<file path="src/rtl/int_ctrl_if.sv">
// Interrupt controller bus: source/mask/ack inputs and the core-facing request outputs.
interface int_ctrl_if #(
    parameter int unsigned N_SRC = 4
);
    logic [N_SRC-1:0] src_i;
    logic             mask_wr_i;
    logic [N_SRC-1:0] mask_i;
    logic             ack_i;
    logic             int_o;
    logic [7:0]       data_o;
    logic             busy_o;
    logic [N_SRC-1:0] pending_o;

    modport master (
        output src_i, mask_wr_i, mask_i, ack_i,
        input  int_o, data_o, busy_o, pending_o
    );

    modport slave (
        input  src_i, mask_wr_i, mask_i, ack_i,
        output int_o, data_o, busy_o, pending_o
    );
endinterface

</file>
<file path="src/rtl/int_ctrl.sv">
// Interrupt scheduler: captures source edges, masks them, grants one source round-robin
// and drives a pulsed request plus vector to the core until it acknowledges or times out.
module int_ctrl #(
    parameter int unsigned N_SRC     = 4,
    parameter int unsigned PULSE_CYC = 2,
    parameter int unsigned TIMEOUT   = 64,
    parameter logic [7:0]  VEC_BASE  = 8'h80
) (
    input logic        clk_i,
    input logic        rst_i,
    int_ctrl_if.slave  bus
);
    localparam int unsigned IW = (N_SRC > 1) ? $clog2(N_SRC) : 1;
    localparam int unsigned PW = (PULSE_CYC > 1) ? $clog2(PULSE_CYC) : 1;
    localparam int unsigned TW = $clog2(TIMEOUT);

    typedef enum logic [1:0] {
        IDLE  = 2'd0,
        PULSE = 2'd1,
        WAIT  = 2'd2,
        GAP   = 2'd3
    } state_t;

    state_t           state;
    logic [N_SRC-1:0] src_prev;
    logic [N_SRC-1:0] pending;
    logic [N_SRC-1:0] mask;
    logic [IW-1:0]    rr;
    logic [IW-1:0]    gnt_idx;
    logic [PW-1:0]    pulse_cnt;
    logic [TW-1:0]    timeout_cnt;
    logic             int_q;
    logic [7:0]       data_q;
    logic             busy_q;

    logic [N_SRC-1:0] elig;
    logic [N_SRC-1:0] set_c;
    logic [N_SRC-1:0] clr_c;
    logic             found;
    logic [IW-1:0]    pick;
    logic [IW-1:0]    cand;
    logic             ack_acc;

    assign elig    = pending & mask;
    assign set_c   = bus.src_i & ~src_prev;
    assign ack_acc = bus.ack_i && ((state == PULSE) || (state == WAIT));

    // Round-robin search starting one past the last served source.
    always_comb begin
        found = 1'b0;
        pick  = '0;
        cand  = '0;
        for (int unsigned k = 1; k <= N_SRC; k++) begin
            cand = IW'((32'(rr) + k) % N_SRC);
            if (!found && elig[cand]) begin
                found = 1'b1;
                pick  = cand;
            end
        end
    end

    always_comb begin
        clr_c = '0;
        if (ack_acc) clr_c[gnt_idx] = 1'b1;
    end

    always_ff @(posedge clk_i) begin
        if (rst_i) begin
            state       <= IDLE;
            src_prev    <= '0;
            pending     <= '0;
            mask        <= '0;
            rr          <= '0;
            gnt_idx     <= '0;
            pulse_cnt   <= '0;
            timeout_cnt <= '0;
            int_q       <= 1'b0;
            data_q      <= 8'h00;
            busy_q      <= 1'b0;
        end else begin
            src_prev <= bus.src_i;
            // A new edge on the source being acknowledged keeps it pending.
            pending  <= (pending & ~clr_c) | set_c;
            if (bus.mask_wr_i) mask <= bus.mask_i;

            unique case (state)
                IDLE: begin
                    if (found) begin
                        state       <= PULSE;
                        gnt_idx     <= pick;
                        pulse_cnt   <= '0;
                        timeout_cnt <= '0;
                        int_q       <= 1'b1;
                        data_q      <= VEC_BASE | 8'(pick);
                        busy_q      <= 1'b1;
                    end
                end
                PULSE: begin
                    if (bus.ack_i) begin
                        state  <= GAP;
                        rr     <= gnt_idx;
                        int_q  <= 1'b0;
                        data_q <= 8'h00;
                    end else if (pulse_cnt == PW'(PULSE_CYC - 1)) begin
                        state <= WAIT;
                        int_q <= 1'b0;
                    end else begin
                        pulse_cnt <= pulse_cnt + PW'(1);
                    end
                end
                WAIT: begin
                    if (bus.ack_i) begin
                        state  <= GAP;
                        rr     <= gnt_idx;
                        data_q <= 8'h00;
                    end else if (timeout_cnt == TW'(TIMEOUT - 1)) begin
                        // Abandon without touching pending or rr so the source is retried.
                        state  <= GAP;
                        data_q <= 8'h00;
                    end else begin
                        timeout_cnt <= timeout_cnt + TW'(1);
                    end
                end
                GAP: begin
                    state  <= IDLE;
                    busy_q <= 1'b0;
                end
            endcase
        end
    end

    assign bus.int_o     = int_q;
    assign bus.data_o    = data_q;
    assign bus.busy_o    = busy_q;
    assign bus.pending_o = pending;
endmodule
</file>
<file path="src/flat_wrapper.sv">
// flat-port wrapper written by rule: the top's interface ports become plain ports
module int_ctrl_flat 
#(
    parameter int unsigned N_SRC     = 4,
    parameter int unsigned PULSE_CYC = 2,
    parameter int unsigned TIMEOUT   = 64,
    parameter logic [7:0]  VEC_BASE  = 8'h80
)
  (clk_i, rst_i, bus_src_i, bus_mask_wr_i, bus_mask_i, bus_ack_i, bus_int_o, bus_data_o, bus_busy_o, bus_pending_o);
  int_ctrl_if #(.N_SRC(N_SRC)) bus_i ();
  input logic clk_i;
  input logic rst_i;
  input wire logic [$bits(bus_i.src_i)-1:0] bus_src_i;
  input wire logic [$bits(bus_i.mask_wr_i)-1:0] bus_mask_wr_i;
  input wire logic [$bits(bus_i.mask_i)-1:0] bus_mask_i;
  input wire logic [$bits(bus_i.ack_i)-1:0] bus_ack_i;
  output wire logic [$bits(bus_i.int_o)-1:0] bus_int_o;
  output wire logic [$bits(bus_i.data_o)-1:0] bus_data_o;
  output wire logic [$bits(bus_i.busy_o)-1:0] bus_busy_o;
  output wire logic [$bits(bus_i.pending_o)-1:0] bus_pending_o;
  assign bus_i.src_i = bus_src_i;
  assign bus_i.mask_wr_i = bus_mask_wr_i;
  assign bus_i.mask_i = bus_mask_i;
  assign bus_i.ack_i = bus_ack_i;
  assign bus_int_o = bus_i.int_o;
  assign bus_data_o = bus_i.data_o;
  assign bus_busy_o = bus_i.busy_o;
  assign bus_pending_o = bus_i.pending_o;
  int_ctrl #(.N_SRC(N_SRC), .PULSE_CYC(PULSE_CYC), .TIMEOUT(TIMEOUT), .VEC_BASE(VEC_BASE)) u_core (.clk_i(clk_i), .rst_i(rst_i), .bus(bus_i));
endmodule
</file>
<file path="config.mk">
export PLATFORM = sky130hd
export DESIGN_NAME = int_ctrl_flat
export DESIGN_NICKNAME = d
export VERILOG_FILES = /design/src/rtl/int_ctrl_if.sv /design/src/rtl/int_ctrl.sv /design/src/flat_wrapper.sv
export SDC_FILE = /design/constraint.sdc
export NUM_CORES = 1
export LEC_CHECK = 0
export BUFFER_PORTS_ARGS = -buffer_cell sky130_fd_sc_hd__buf_4
export CAP_MARGIN = 10
export CORE_MARGIN = 10
export CORE_UTILIZATION = 59
export DETAILED_ROUTE_END_ITERATION = 16
export GPL_ROUTABILITY_DRIVEN = 1
export GPL_TIMING_DRIVEN = 0
export PLACE_DENSITY = 0.86
export SETUP_SLACK_MARGIN = 0.4
export SYNTH_ARGS = -nofsm -noshare
export SYNTH_HDL_FRONTEND = slang
export SYNTH_SLANG_ARGS = --single-unit
</file>
<file path="constraint.sdc">
create_clock -name clk_i -period 2.8 [get_ports clk_i]
set_clock_uncertainty 0.2 [all_clocks]
set_input_delay 0 -clock clk_i [delete_from_list [all_inputs] [get_ports clk_i]]
set_output_delay 0 -clock clk_i [all_outputs]
set_load 0.02 [all_outputs]
</file>
# ---- Word-level counts from Yosys, hierarchy flattened
# Cells that the tools add are included.
dict set report totals {
  reg_bits 35
  inputBits 12
}
dict set report classes {
  n_addsub 6
  n_lt_le_gt_ge 6
  eq_ne 11
  muxes 43
  n_bitwise 6
  n_reduce_logical 23
}
# op n
set ops {}
lappend ops {{$mux W8} 4}
lappend ops {{$pmux W8 S3} 1}
lappend ops {{$mux W2} 9}
lappend ops {{$mux W6} 3}
lappend ops {{$lt A2 B3 Y1 const B} 5}
lappend ops {{$mux W1} 15}
lappend ops {{$and A4 B4 Y4} 3}
lappend ops {{$pmux W6 S2} 1}
lappend ops {{$reduce_and A3 Y1} 3}
lappend ops {{$bmux W1 S2} 4}
lappend ops {{$ne A2 B2 Y1 const B} 4}
lappend ops {{$not A4 Y4} 2}
lappend ops {{$pmux W2 S4} 1}
lappend ops {{$reduce_and A4 Y1} 2}
lappend ops {{$add A6 B1 Y6 const B} 1}
lappend ops {{$eq A6 B6 Y1 const B} 1}
lappend ops {{$pmux W1 S2} 3}
lappend ops {{$reduce_and A2 Y1} 3}
lappend ops {{$reduce_bool A2 Y1} 3}
lappend ops {{$logic_and A1 B1 Y1} 5}
lappend ops {{$add A2 B1 Y2 const B} 2}
lappend ops {{$add A2 B2 Y2 const B} 2}
lappend ops {{$eq A2 B2 Y1 const B} 2}
lappend ops {{$mux W4} 1}
lappend ops {{other kinds (13)} 15}

# ---- Logic depth before layout (Yosys ltp)
dict set report depth {
  word_depth 15
  ltp_mapped 7
  depth_no_buf 6
}

# ---- Worst setup path before layout
# No wires, ideal clock.
dict set report synth_path {
  path_kind {register -> register}
  startpoint {register u_core.state[0]}
  endpoint {register u_core.timeout_cnt[5]}
  setup_ns 0.072
  t_arrival_ns 1.661
  required_time_ns 2.528
  slack_ns 0.867
  path_stages_with_launch 8
  path_buffers 2
  period_less_slack_ns 1.933
  path_cell_list {dfxtp_1 inv_1 ha_1 clkbuf_1 and3_1 buf_2 nor4_1 mux2i_1}
}
dict set report synth_between {
  elab_chain_cells 3
  elab_cells_between_ends 8
  cone_classes {4 x eq/ne; 1 x mux; 3 x reduce/logical}
}
# element line_no
set synth_rtl {}
lappend synth_rtl {{from (decl)} int_ctrl.sv:24} ;# state_t state;
lappend synth_rtl {{from (signal assigned)} int_ctrl.sv:69} ;# state <= IDLE;
lappend synth_rtl {{from (signal assigned)} int_ctrl.sv:89} ;# state <= PULSE;
lappend synth_rtl {{from (signal assigned)} int_ctrl.sv:100} ;# state <= GAP;
lappend synth_rtl {{$eq A2 B2 Y1 / $logic_not A2 Y1 (equally long branches)} int_ctrl.sv:86} ;# unique case (state)
lappend synth_rtl {{$ne A2 B2 Y1 (no source line) (tied with other cells)} --}
lappend synth_rtl {{$reduce_and A4 Y1 (no source line)} --}
lappend synth_rtl {{to (signal assigned)} int_ctrl.sv:121} ;# timeout_cnt <= timeout_cnt + TW'(1);
lappend synth_rtl {{to (decl)} int_ctrl.sv:31} ;# logic [TW-1:0] timeout_cnt;
# Several ways; a longest one is shown, not always the timed one.
# A chain may end at the register's enable or synchronous reset.

# ---- Worst setup path after layout
dict set report layout_path {
  startpoint {register u_core.state[0]}
  endpoint {register u_core.state[0]}
}
dict set report layout_between {
  elab_chain_cells 3
  elab_cells_between_ends 9
  cone_classes {6 x eq/ne; 1 x mux; 2 x reduce/logical}
}
# element line_no
set layout_rtl {}
lappend layout_rtl {{$eq A2 B1 Y1 (tied with other cells)} int_ctrl.sv:86}
lappend layout_rtl {{$ne A3 B2 Y1 (no source line) (tied with other cells)} --}
lappend layout_rtl {{$reduce_and A3 Y1 (no source line)} --}
# Several ways; a longest one is shown, not always the timed one.

==> results.md <==
- Status: finished clean
- Core Area: 2480 um^2
- Max layer used: met4
- Setup TNS: 0 ns
- DRC viols: 0
- Antenna diode count: 0
- DP Cell Count: 225
- Clock tree from TritonCTS: built
- DRT Pass-1 Iters: 5
- Synth Register Bits: 30
- Total track usage: 0.181
- Worst-path clk slew: 0.10 ns
- Die height: 70.8 um
- Final worst slack: 0.611 ns
- Synth cell types: 45
- Synth async-reset ratio: 0
- Power Density: 693 nW/um^2
- Netlist Area Pre-Place: 1530 um^2
- Setup CP Type: reg2reg
- Final Max Slew Viols: 0
- # rows: 18
- H-tree levels: 2
- Footprint of the multi-input gates: 833 um^2
- WL met1: 1780 um
- Largest cells by area after synthesis: dfxtp_1, ha_1, a21oi_1
- Vias in the first global route: 1628
- Crit path required time: 2.82 ns
- Slew margin rel.: 0.562
- Hpwl dp: 2850 um
- Final ANT Viol Nets: 0
- Clock Tree Buf Depth: 2
- Leak pwr: 0.757 nW
- Worst-Skew Late Latency: 0.33 ns
- Crit. End Element: flip-flop
- Critical path arrival: 2.21 ns
- Register Area: 601 um^2
- Peak Freq: 457 MHz
- Postcts setup bufs: 0
- Area delta synth->final: 26.6%
- Met3 WL: 368 um
- Gr ovfl total: 0
- Die Wd: 70.8 um
- Vias: 1557
- Top Ports: 26
- Largest net degree at the start of global routing: 11
- Worst-Margin Slew: 0.650 ns
- Post-synth top flop: dfxtp_1
- Startpoint Class: flip-flop
- EDFF count, synth: 0
- CTS Buf Count: 5
- Layout Nets: 235
- Area share of the largest cell type after synthesis: 0.394
- Top cell type by total area after synthesis: dfxtp_1
- Buffers added on ports: 19
- Vias per cell: 6.28
- Initial antenna violation count: 0
- Post-Syn Area per Cell: 8.87 um^2
- Final min period: 2.19 ns
- Maximum vdd ir drop: 0.000813 V
- Warnings from Yosys: 0
- Post-Synthesis Cells: 172
- First-pass GRT wire length: 7650 um
- Layout cells sized above 1: 0.165
- Root Buffer: clkbuf_4
- Final hold violation count: 0
- Routed length per instance: 18.1 um
- DRT Wirelength: 4480 um
- Max-cap violations: 0
- FILL cells: 184
- Fin Hold WS: 0.217 ns
- Final period util: 0.782
- Critical Path Fanout Max: 10
- Min-delay worst type: in2reg
- Initial Util: 0.616
- # setup viols final: 0
- GPL Wtd Cong: 0.858
- Place WS: 0.656 ns
- RSZ-0062 raised after global routing: false
- Die ar.: 5020 um^2
- Wire length on met2: 2200 um
- Post-route insts no fill: 248
- Sink Count: 30
- Seq/Total Area, Yosys: 0.394
- Initial DRC Count: 151
## path summary, 6_finish.rpt
path	endpoint	cells past startpoint	startpoint	slack, ns
min reg2reg	u_core.bus.busy_o$_SDFFE_PP0P_	2	u_core.bus.busy_o$_SDFFE_PP0P_	0.28
max reg2reg	u_core.state[0]$_SDFFE_PP0P_	7	u_core.state[0]$_SDFFE_PP0P_	0.61
min	u_core.src_prev[0]$_SDFF_PP0_	3	rst_i	0.22
max	u_core.state[0]$_SDFFE_PP0P_	7	u_core.state[0]$_SDFFE_PP0P_	0.61
## through the flow
stage / utilization / instance area, um^2 / power (mW)
floorplan: - / 1540 / 0.885
global placement: 0.694 / 1720 / 1.01
detailed placement: 0.694 / 1720 / 1.03
CTS: 0.779 / 1930 / 1.32
global route: 0.779 / 1930 / 1.41
finish: 0.779 / 1930 / 1.34
## kinds of logic after synthesis
logic type,share of synthesized area
other,0.00246
buffers and inverters,0.0697
multiplexers,0.0459
flip-flops,0.394
adder cells (fa/ha/maj),0.0558
AND/OR/NAND/NOR,0.212
AO/OA/AOI/OAI,0.220
## cell usage in the layout (no fill, tap or decap), types with 2 or more instances in the layout
| cell type | instances |
|---|---|
| a211oi_1 | 4 |
| nor2_1 | 8 |
| a2111o_1 | 2 |
| a311oi_1 | 3 |
| buf_4 | 24 |
| a22o_1 | 3 |
| dlygate4sd3_1 | 15 |
| nand2b_1 | 2 |
| mux2i_1 | 7 |
| nor2b_1 | 8 |
| a21oi_1 | 14 |
| o211ai_1 | 2 |
| o21ai_0 | 8 |
| ha_1 | 6 |
| nand2_1 | 9 |
| dfxtp_1 | 30 |
| clkbuf_1 | 8 |
| nand4_1 | 4 |
| o31ai_1 | 4 |
| inv_1 | 6 |
| clkbuf_4 | 5 |
| o41ai_1 | 2 |
| conb_1 | 5 |
| a22oi_1 | 2 |
| nand3_1 | 10 |
| nand3b_1 | 4 |
## state kept, by name, indices dropped and copies added (netlist names), 2 cells and up
| signal | flops |
|---|---|
| u_core.src_prev | 4 |
| u_core.state | 2 |
| u_core.timeout_cnt | 6 |
| u_core.gnt_idx | 2 |
| u_core.mask | 4 |
| u_core.bus.data_o | 3 |
| u_core.bus.pending_o | 4 |
| u_core.rr | 2 |
## layout make-up
type	count	area share
plain buffers	14	0.0415
clock buffers	7	0.0285
well taps	30	0.0194
inverters	7	0.0136
flip-flops and latches	30	0.311
multi-input cells	125	0.432
clock inverters	1	0.00259
repair buffers	34	0.152
## cells in the mapped netlist, drive strengths merged, types with 2 or more instances
cell type and n:
dfxtp 30, a21oi 14, nand3 10, nand2 9
nor2 8, nor2b 8, o21ai 8, buf 7
clkbuf 7, mux2i 7, ha 6, inv 6
a211oi 4, nand3b 4, nand4 4, o31ai 4
a22o 3, a311oi 3, a2111o 2, a22oi 2
and2 2, and3 2, nand2b 2, o211ai 2
o41ai 2
## metal layers
metal,track usage,vias up
met1,0.192,729
met2,0.312,87
met4,0.0860,0
li1,-,716
met3,0.0628,25
met5,0,-
## worst max-delay path: stages (launching register included)
cell and delay [ns]:
dfxtp_1 0.36, inv_1 0.14, ha_1 0.17, clkbuf_1 0.31
and3_1 0.27, buf_2 0.23, nor3_1 0.11, a221oi_1 0.30
## where the power goes
| part | total, mW | switching, mW | internal, mW |
|---|---|---|---|
| Sequential | 0.526 | 0.0493 | 0.477 |
| Clock | 0.272 | 0.150 | 0.122 |
| Combinational | 0.539 | 0.334 | 0.205 |
## what timing repair did
action,in CTS,in global routing
endpoints found under the hold margin,16,0
hold buffers,15,0
endpoints found under the setup margin,0,0
gates resized for setup,0,0
No activity file was read; power rests on OpenSTA's default activity.
